## src/rtl/uart_rx.sv

```systemverilog
// 8N1 UART receiver: 2-flop input synchronizer, mid-bit sampling FSM, and a
// one-byte holding register with full/overrun tracking.
`timescale 1ns/1ps
module uart_rx #(
  parameter int CLKS_PER_BIT = 434,
  parameter int HALF_BIT     = CLKS_PER_BIT / 2
) (
  input  logic       clk_50M,
  input  logic       reset_n,
  input  logic       uart_rxd,
  input  logic       rx_read,
  output logic [7:0] rx_data,
  output logic       rx_valid,
  output logic       rx_full,
  output logic       rx_overrun,
  output logic       rx_frame_err,
  output logic       rx_busy
);

  localparam int CW = (CLKS_PER_BIT > 1) ? $clog2(CLKS_PER_BIT) : 1;
  localparam logic [CW-1:0] BIT_LAST  = CW'(CLKS_PER_BIT - 1);
  localparam logic [CW-1:0] HALF_LAST = CW'(HALF_BIT - 1);

  typedef enum logic [2:0] {IDLE, START, DATA, STOP, BREAK} state_e;

  state_e          state_q, state_d;
  logic [CW-1:0]   cnt_q, cnt_d;
  logic [2:0]      idx_q, idx_d;
  logic [7:0]      sh_q, sh_d;
  logic [7:0]      data_q, data_d;
  logic            valid_q, valid_d;
  logic            full_q, full_d;
  logic            ovr_q, ovr_d;
  logic            ferr_q, ferr_d;
  logic            busy_q, busy_d;
  logic            meta_q, rxs_q;

  always_comb begin
    state_d = state_q;
    cnt_d   = cnt_q + 1'b1;
    idx_d   = idx_q;
    sh_d    = sh_q;
    data_d  = data_q;
    valid_d = 1'b0;
    full_d  = full_q;
    ovr_d   = ovr_q;
    ferr_d  = 1'b0;
    if (rx_read && full_q) begin
      full_d = 1'b0;
      ovr_d  = 1'b0;
    end
    case (state_q)
      IDLE: begin
        cnt_d = '0;
        if (!rxs_q) state_d = START;
      end
      START: begin
        if (cnt_q == HALF_LAST) begin
          cnt_d   = '0;
          idx_d   = '0;
          state_d = rxs_q ? IDLE : DATA;
        end
      end
      DATA: begin
        if (cnt_q == BIT_LAST) begin
          cnt_d = '0;
          sh_d  = {rxs_q, sh_q[7:1]};
          idx_d = idx_q + 3'd1;
          if (idx_q == 3'd7) state_d = STOP;
        end
      end
      STOP: begin
        if (cnt_q == BIT_LAST) begin
          cnt_d = '0;
          if (rxs_q) begin
            // A read landing on the load cycle consumes the old byte, so the
            // new one is still unread and no overrun is recorded.
            data_d  = sh_q;
            valid_d = 1'b1;
            full_d  = 1'b1;
            ovr_d   = (full_q && !rx_read) ? 1'b1 : ovr_q;
            state_d = IDLE;
          end else begin
            ferr_d  = 1'b1;
            state_d = BREAK;
          end
        end
      end
      BREAK: begin
        cnt_d = '0;
        if (rxs_q) state_d = IDLE;
      end
      default: begin
        cnt_d   = '0;
        state_d = IDLE;
      end
    endcase
    busy_d = (state_d != IDLE);
  end

  always_ff @(posedge clk_50M or negedge reset_n) begin
    if (!reset_n) begin
      meta_q  <= 1'b1;
      rxs_q   <= 1'b1;
      state_q <= IDLE;
      cnt_q   <= '0;
      idx_q   <= '0;
      sh_q    <= '0;
      data_q  <= '0;
      valid_q <= 1'b0;
      full_q  <= 1'b0;
      ovr_q   <= 1'b0;
      ferr_q  <= 1'b0;
      busy_q  <= 1'b0;
    end else begin
      meta_q  <= uart_rxd;
      rxs_q   <= meta_q;
      state_q <= state_d;
      cnt_q   <= cnt_d;
      idx_q   <= idx_d;
      sh_q    <= sh_d;
      data_q  <= data_d;
      valid_q <= valid_d;
      full_q  <= full_d;
      ovr_q   <= ovr_d;
      ferr_q  <= ferr_d;
      busy_q  <= busy_d;
    end
  end

  assign rx_data      = data_q;
  assign rx_valid     = valid_q;
  assign rx_full      = full_q;
  assign rx_overrun   = ovr_q;
  assign rx_frame_err = ferr_q;
  assign rx_busy      = busy_q;

endmodule

```

## config.mk

```make
export PLATFORM = sky130hd
export DESIGN_NAME = uart_rx
export DESIGN_NICKNAME = d
export VERILOG_FILES = /design/src/rtl/uart_rx.sv
export SDC_FILE = /design/constraint.sdc
export NUM_CORES = 1
export LEC_CHECK = 0
export CAP_MARGIN = 25
export CORE_MARGIN = 3
export CORE_UTILIZATION = 59
export CTS_CLUSTER_SIZE = 28
export DETAILED_ROUTE_END_ITERATION = 6
export PLACE_DENSITY = 0.84
export SETUP_SLACK_MARGIN = 0.4
export SLEW_MARGIN = 20
export SYNTH_ARGS = -nofsm -noshare
export SYNTH_HDL_FRONTEND = slang
export SYNTH_SLANG_ARGS = --single-unit
```

## constraint.sdc

```tcl
create_clock -name clk_50M -period 5.1 [get_ports clk_50M]
set_input_delay 1.02 -clock clk_50M [delete_from_list [all_inputs] [get_ports clk_50M]]
set_output_delay 1.02 -clock clk_50M [all_outputs]
set_load 0.02 [all_outputs]
```

==> run_results.csv, run 1 <==
group,metric,value,unit
worst_setup_path,worstPathBufferInverterCount,1,
worst_setup_path,crit_required,4.08,ns
clock_tree,htreeDepth,2,
finish,nets,164,
sta,slew_viol_final,0,
finish,layout-drive-gt1-share,0.192,
sta,max_clock_freq,0.426,GHz
sta,tns,0,ns
floorplan,chipWidth,59.4,microns
global_routing,grt_util_all_layers,0.183,
floorplan,placementRows,18,
clock_tree,cts_root_buf,"clkbuf_4",
placed_design,gp_congestion,0.771,
synth,ys_seq_elements,38,
synth,synth_top_area_frac,0.536,
sta,period_needed,2.35,ns
global_routing,grt_overflow,0,
finish,insertedDiodeCount,0,
placed_design,port_buffers,16,
power_and_ir_drop,peakVddDrop,254,uV
synth,synth_edf_count,0,
synth,synth_ff_type,"dfrtp_1",
placed_design,dp.cells,178,
power_and_ir_drop,p_total,0.000471,W
synth,ys_async_sr_fraction,1.00,
clock_tree,cts_tree,"built",
global_routing,grt_pass1_vias,1031,
clock_tree,clockBufferDepth,2,
finish,final_area,1900,sq um
clock_tree,clock_sinks,38,
clock_tree,postCtsSetupBuffers,0,
hold_path,hold_class,"register to register",
synth,yosysTopAreaCell,"dfrtp_1",
route,viasPerCell,5.53,
worst_setup_path,startpoint,"rx_full",
finish,area_delta_synth_final,12.9,%
route,drc,0,
route,postRouteAntennaNets,0,
synth,ys_warn_count,0,
worst_setup_path,crit_chain,"clkdlybuf4s50_1",
route,dr_total_vias,1029,
worst_setup_path,max_stage_delay,0.61,ns
worst_setup_path,path_delay_family,"buffers and inverters",
synth,synth_nets,145,
clock_tree,cts_inserted_buffers,5,
worst_setup_path,crit_path_start_kind,"register",
worst_setup_path,crit_path_end_kind,"output port",
worst_setup_path,worstSetupPathType,"register to output port",
synth,synth.avg_cell_area,12.4,sq um
worst_setup_path,slowest_stage,"clkdlybuf4s50_1",
worst_setup_path,cp.arrival,1.33,ns
sta,hold_viol_final,0,
global_routing,antenna_found_initial,0,
finish,final_cells,186,
finish,multi_input_area,661,sq um
status,status,"completed",
power_and_ir_drop,leakage,0.891,nW
global_routing,grt_max_degree,39,
synth,syn_area,1680,sq um
global_routing,grt_pass1_wl,4630,microns
clock_tree,cts_resized,0,
synth,syn-instance-count,136,
worst_setup_path,timing.rr.start,"cnt_q[0]",
clock_tree,clkLatencyLatePin,0.34,ns
synth,ys_top_cells_by_area,"dfrtp_1, mux2_2, ha_1",
clock_tree,cts.clk_slew.worst_paths,0.11,ns
route,drtIter0Drc,42,
route,drt-wirelength-per-cell,14.0,microns
floorplan,die_y,59.4,microns
sta,tightest_slew,0.772,ns
sta,skew,0.00532,ns
floorplan,initial_core_util,0.649,
synth,synth_cell_type_count,31,
sta,hold_ws,0.369,ns
worst_setup_path,crit_fanout,3,
synth,synth_seq_area_share,0.567,
hold_path,hold_path.startpoint,"meta_q",
route,first_pass_iters,2,
route,routed_wirelength,2610,microns
floorplan,die-area,3520,sq um
floorplan,pin_count,17,
sta,setup_viol,0,
floorplan,coreArea,2590,sq um
finish,ff_latch_area,953,sq um
placed_design,dpl_cell_area,1830,sq um
sta,min_period_over_period,0.460,
job,maxCapViolations,0,
clock_tree,cts_hold_buf,0,
finish,fillers,178,
power_and_ir_drop,pwr_density_cell,248,nW/um^2
sta,max_slew_margin,0.485,
sta,grt_setup_unrepaired,"false",
placed_design,dpl.hpwl,1920,microns
## cell type report
| class | count | share of cell area |
|---|---|---|
| clock inverters | 2 | 0.00660 |
| inverters | 7 | 0.0139 |
| clock buffers | 6 | 0.0270 |
| well taps | 30 | 0.0198 |
| flip-flops and latches | 38 | 0.503 |
| multi-input cells | 87 | 0.348 |
| repair buffers | 16 | 0.0818 |
## cells in the mapped netlist (all sizes together), types with 2 or more instances
| cell | n |
|---|---|
| a21oi | 4 |
| a31oi | 2 |
| and4b | 2 |
| buf | 3 |
| dfrtp | 36 |
| dfstp | 2 |
| ha | 5 |
| inv | 7 |
| mux2 | 16 |
| mux2i | 3 |
| nand2 | 8 |
| nand3 | 5 |
| nand4 | 2 |
| nor2 | 13 |
| nor2b | 3 |
| nor3 | 3 |
| o21ai | 4 |
| or4 | 2 |
| xnor2 | 5 |
| xor2 | 2 |
## metal layers
metal  part of all wire  GRT usage
met3              0.050     0.0828
met1               0.44      0.216
met2               0.49      0.289
met5                  0          0
met4              0.020     0.0744
## cells by family after synthesis
kind of cell,after synthesis,share of synthesized area
buffers and inverters,11,0.0395
adders and majority gates,5,0.0372
muxes,19,0.125
DFF,38,0.567
and+or+nand+nor,43,0.135
xor gates and xnor gates,7,0.0365
AOI/OAI and AO/OA,13,0.0596
## worst paths after layout
check / end / slack [ns] / cells after the start
max reg2reg: idx_q[1] / 3.04 / 6
min in group asynchronous: state_q[2] / 0.74 / 1
min reg2reg: rxs_q / 0.37 / 0
max: rx_full / 2.75 / 1
min: rxs_q / 0.37 / 0
max in group asynchronous: cnt_q[7] / 3.86 / 1
## cells in the final DEF (no fill, tap or decap), drive strengths merged, types with 4 or more instances in the layout
cell type	instances
a21oi	4
clkbuf	6
clkdlybuf4s50	15
dfrtp	36
ha	5
inv	7
mux2	16
nand2	8
nand3	5
nor2	13
o21ai	4
xnor2	5
## where the power goes
part | switching [W] | leakage [nW] | total (W) | internal, W
clock | 0.0000943 | 0.0343 | 0.000161 | 0.0000662
sequential | 0.00000101 | 0.504 | 0.000304 | 0.000303
combinational | 0.00000547 | 0.353 | 0.00000710 | 0.00000163
total | 0.000101 | 0.891 | 0.000471 | 0.000370
## stage by stage
step	worst slack (ns)	util
detailed placement	3.06	0.708
global route	2.70	0.732
floorplan	3.20	-
CTS	2.73	0.732
finish	2.75	0.732
global placement	3.13	0.708
## sequential cells by signal (all words and copies together) (netlist names), 3 cells and up
name	count
sh_q	8
rx_data	8
idx_q	3
cnt_q	9
state_q	3
Power figures use the tool's default switching activity.
==> inputs of run 2 (changes only) <==
--- a/config.mk
+++ b/config.mk
@@ -7,10 +7,10 @@
 export LEC_CHECK = 0
 export CAP_MARGIN = 25
 export CORE_MARGIN = 3
-export CORE_UTILIZATION = 59
+export CORE_UTILIZATION = 50
 export CTS_CLUSTER_SIZE = 28
 export DETAILED_ROUTE_END_ITERATION = 6
-export PLACE_DENSITY = 0.84
+export PLACE_DENSITY = 0.76
 export SETUP_SLACK_MARGIN = 0.4
 export SLEW_MARGIN = 20
 export SYNTH_ARGS = -nofsm -noshare
==> constraint.sdc (replaced) <==
create_clock -name clk_50M -period 2 [get_ports clk_50M]
set_input_delay 0.4 -clock clk_50M [delete_from_list [all_inputs] [get_ports clk_50M]]
set_output_delay 0.4 -clock clk_50M [all_outputs]
set_load 0.02 [all_outputs]
==> run_results.csv, run 2 (synthesis gave the netlist of run 1 again) <==
group,metric,value,unit
power_and_ir_drop,pwr_density_cell,591,nW/um^2
finish,area_delta_synth_final,34.3,%
clock_tree,cts_inserted_buffers,5,
finish,layout-drive-gt1-share,0.376,
global_routing,grt_pass1_wl,5580,microns
worst_setup_path,cp.arrival,2.28,ns
status,violations,"negative setup slack",
finish,nets,182,
floorplan,pin_count,17,
finish,insertedDiodeCount,0,
sta,slew_viol_final,0,
global_routing,grt_max_degree,21,
global_routing,grt_overflow,0,
placed_design,dpl.hpwl,1940,microns
clock_tree,cts.clk_slew.worst_paths,0.11,ns
hold_path,hold_class,"input port to async pin",
route,routed_wirelength,3450,microns
clock_tree,clkLatencyLatePin,0.34,ns
placed_design,post-place-ws,-0.0301,ns
power_and_ir_drop,leakage,1.11,nW
worst_setup_path,crit_fanout,4,
floorplan,chipWidth,64.0,microns
worst_setup_path,r2r_end,"state_q[1]",
worst_setup_path,crit_required,2.28,ns
sta,setup_slack,-0.00138,ns
global_routing,gr-usage-met3,0.0545,
route,drt-wirelength-per-cell,15.9,microns
floorplan,die-area,4090,sq um
placed_design,port_buffers,16,
global_routing,antenna_found_initial,0,
power_and_ir_drop,peakVddDrop,426,uV
route,drc,0,
status,status,"complete, but fails checks",
global_routing,grt_pass1_vias,1206,
route,first_pass_iters,4,
sta,hold_ws,0.00826,ns
sta,setup_viol,1,
global_routing,use_met1,0.218,
clock_tree,cts_root_buf,"clkbuf_4",
worst_setup_path,timing.rr.start,"cnt_q[0]",
route,drtIter0Drc,59,
sta,min_period_over_period,1.00,
global_routing,grtUsageMet2,0.281,
sta,max_clock_freq,0.500,GHz
finish,final_area,2260,sq um
clock_tree,clock_sinks,38,
global_routing,grt_util_all_layers,0.178,
floorplan,coreArea,3130,sq um
route,viasPerCell,5.43,
finish,mostFrequentLayoutCell,"dfrtp_1",
job,maxCapViolations,0,
finish,layout_common_cells,"dfrtp_1, mux2_4, nor2_1, dlygate4sd2_1, buf_4",
route,dr_total_vias,1179,
clock_tree,htreeDepth,2,
floorplan,placementRows,20,
worst_setup_path,crit_path_start_kind,"register",
worst_setup_path,r2r_setup_slack,-0.001,ns
placed_design,gp_congestion,0.847,
route,postRouteAntennaNets,0,
sta,grt_setup_unrepaired,"true",
clock_tree,cts_tree,"built",
finish,top_register,"cnt_q",
sta,tightest_slew,0.560,ns
worst_setup_path,reg2regPathDepth,6,
floorplan,die_y,64.0,microns
sta,skew,0.00546,ns
sta,period_needed,2.00,ns
sta,max_slew_margin,0.625,
sta,tns,-0.00138,ns
finish,largest_register_ffs,9,
clock_tree,cts_hold_buf,0,
clock_tree,clockBufferDepth,2,
worst_setup_path,worstSetupPathType,"register to register",
global_routing,top_usage_layer,"met2",
floorplan,initial_core_util,0.537,
worst_setup_path,crit_path_end_kind,"register",
power_and_ir_drop,p_total,0.00133,W
placed_design,dpl_cell_area,1920,sq um
sta,hold_viol_final,0,
run 2: cell count changes in the layout (fill, tap and decap cells not counted), moves of 3 or more:
cell	before	now
buf_4	0	10
mux2_4	0	16
clkdlybuf4s50_1	15	2
a21oi_1	4	0
buf_6	0	5
mux2_2	16	0
a21oi_2	0	4
dlygate4sd2_1	0	13
nand3_4	0	3
run 2: timing repair:
action | in CTS | in global routing
setup buffers | 5 | 4
resized for setup | 37 | 25
pin swaps | 7 | 5
cloned | 2 | 0
setup endpoints to repair | 46 | 35
run 2: worst max path at each step:
stage               startpoint          to
detailed placement    cnt_q[1]    idx_q[1]
global route          cnt_q[0]  state_q[1]
CTS                   cnt_q[0]    idx_q[1]
finish                cnt_q[0]  state_q[1]
floorplan             cnt_q[0]  state_q[1]
global placement      cnt_q[1]  state_q[1]
run 2: cell type report:
| cell class | count | area (sq um) |
|---|---|---|
| clock inverter | 1 | 30.0 |
| clock buffer | 6 | 51.3 |
| timing repair buffer | 32 | 290 |
| inverter | 7 | 28.8 |
| multi-input combinational | 89 | 848 |
| tap | 44 | 55.1 |
| fill | 218 | 871 |
| sequential | 38 | 953 |
run 2: stage by stage:
| step | utilization | std cells |
|---|---|---|
| 2_1_floorplan | - | 136 |
| 3_3_place_gp | 0.615 | 199 |
| 3_5_place_dp | 0.615 | 199 |
| 4_1_cts | 0.682 | 213 |
| 5_1_grt | 0.722 | 217 |
| 6_report | 0.722 | 217 |
run 2: per-layer routing:
metal,vias to the layer above,share of wire
li1,546,-
met1,587,0.42
met2,36,0.51
met3,10,0.046
met4,0,0.024
met5,-,0
run 2: critical path: stages, from the launching register on:
cell,delay [ns]
dfrtp_1,0.40
inv_1,0.07
ha_1,0.14
or2b_1,0.22
or4_4,0.46
or4_4,0.51
a21oi_2,0.14
run 2: where the power goes:
group          internal [W]  switching [W]   total, W
sequential         0.000772     0.00000273   0.000774
combinational    0.00000809      0.0000165  0.0000246
clock              0.000291       0.000243   0.000534
==> inputs of run 3 (changes only) <==
--- a/config.mk
+++ b/config.mk
@@ -10,6 +10,7 @@
 export CORE_UTILIZATION = 50
 export CTS_CLUSTER_SIZE = 28
 export DETAILED_ROUTE_END_ITERATION = 6
+export GPL_ROUTABILITY_DRIVEN = 0
 export PLACE_DENSITY = 0.76
 export SETUP_SLACK_MARGIN = 0.4
 export SLEW_MARGIN = 20
==> results of run 3 <==
No change in the layout: final DEF, timing and power equal those of run 2.
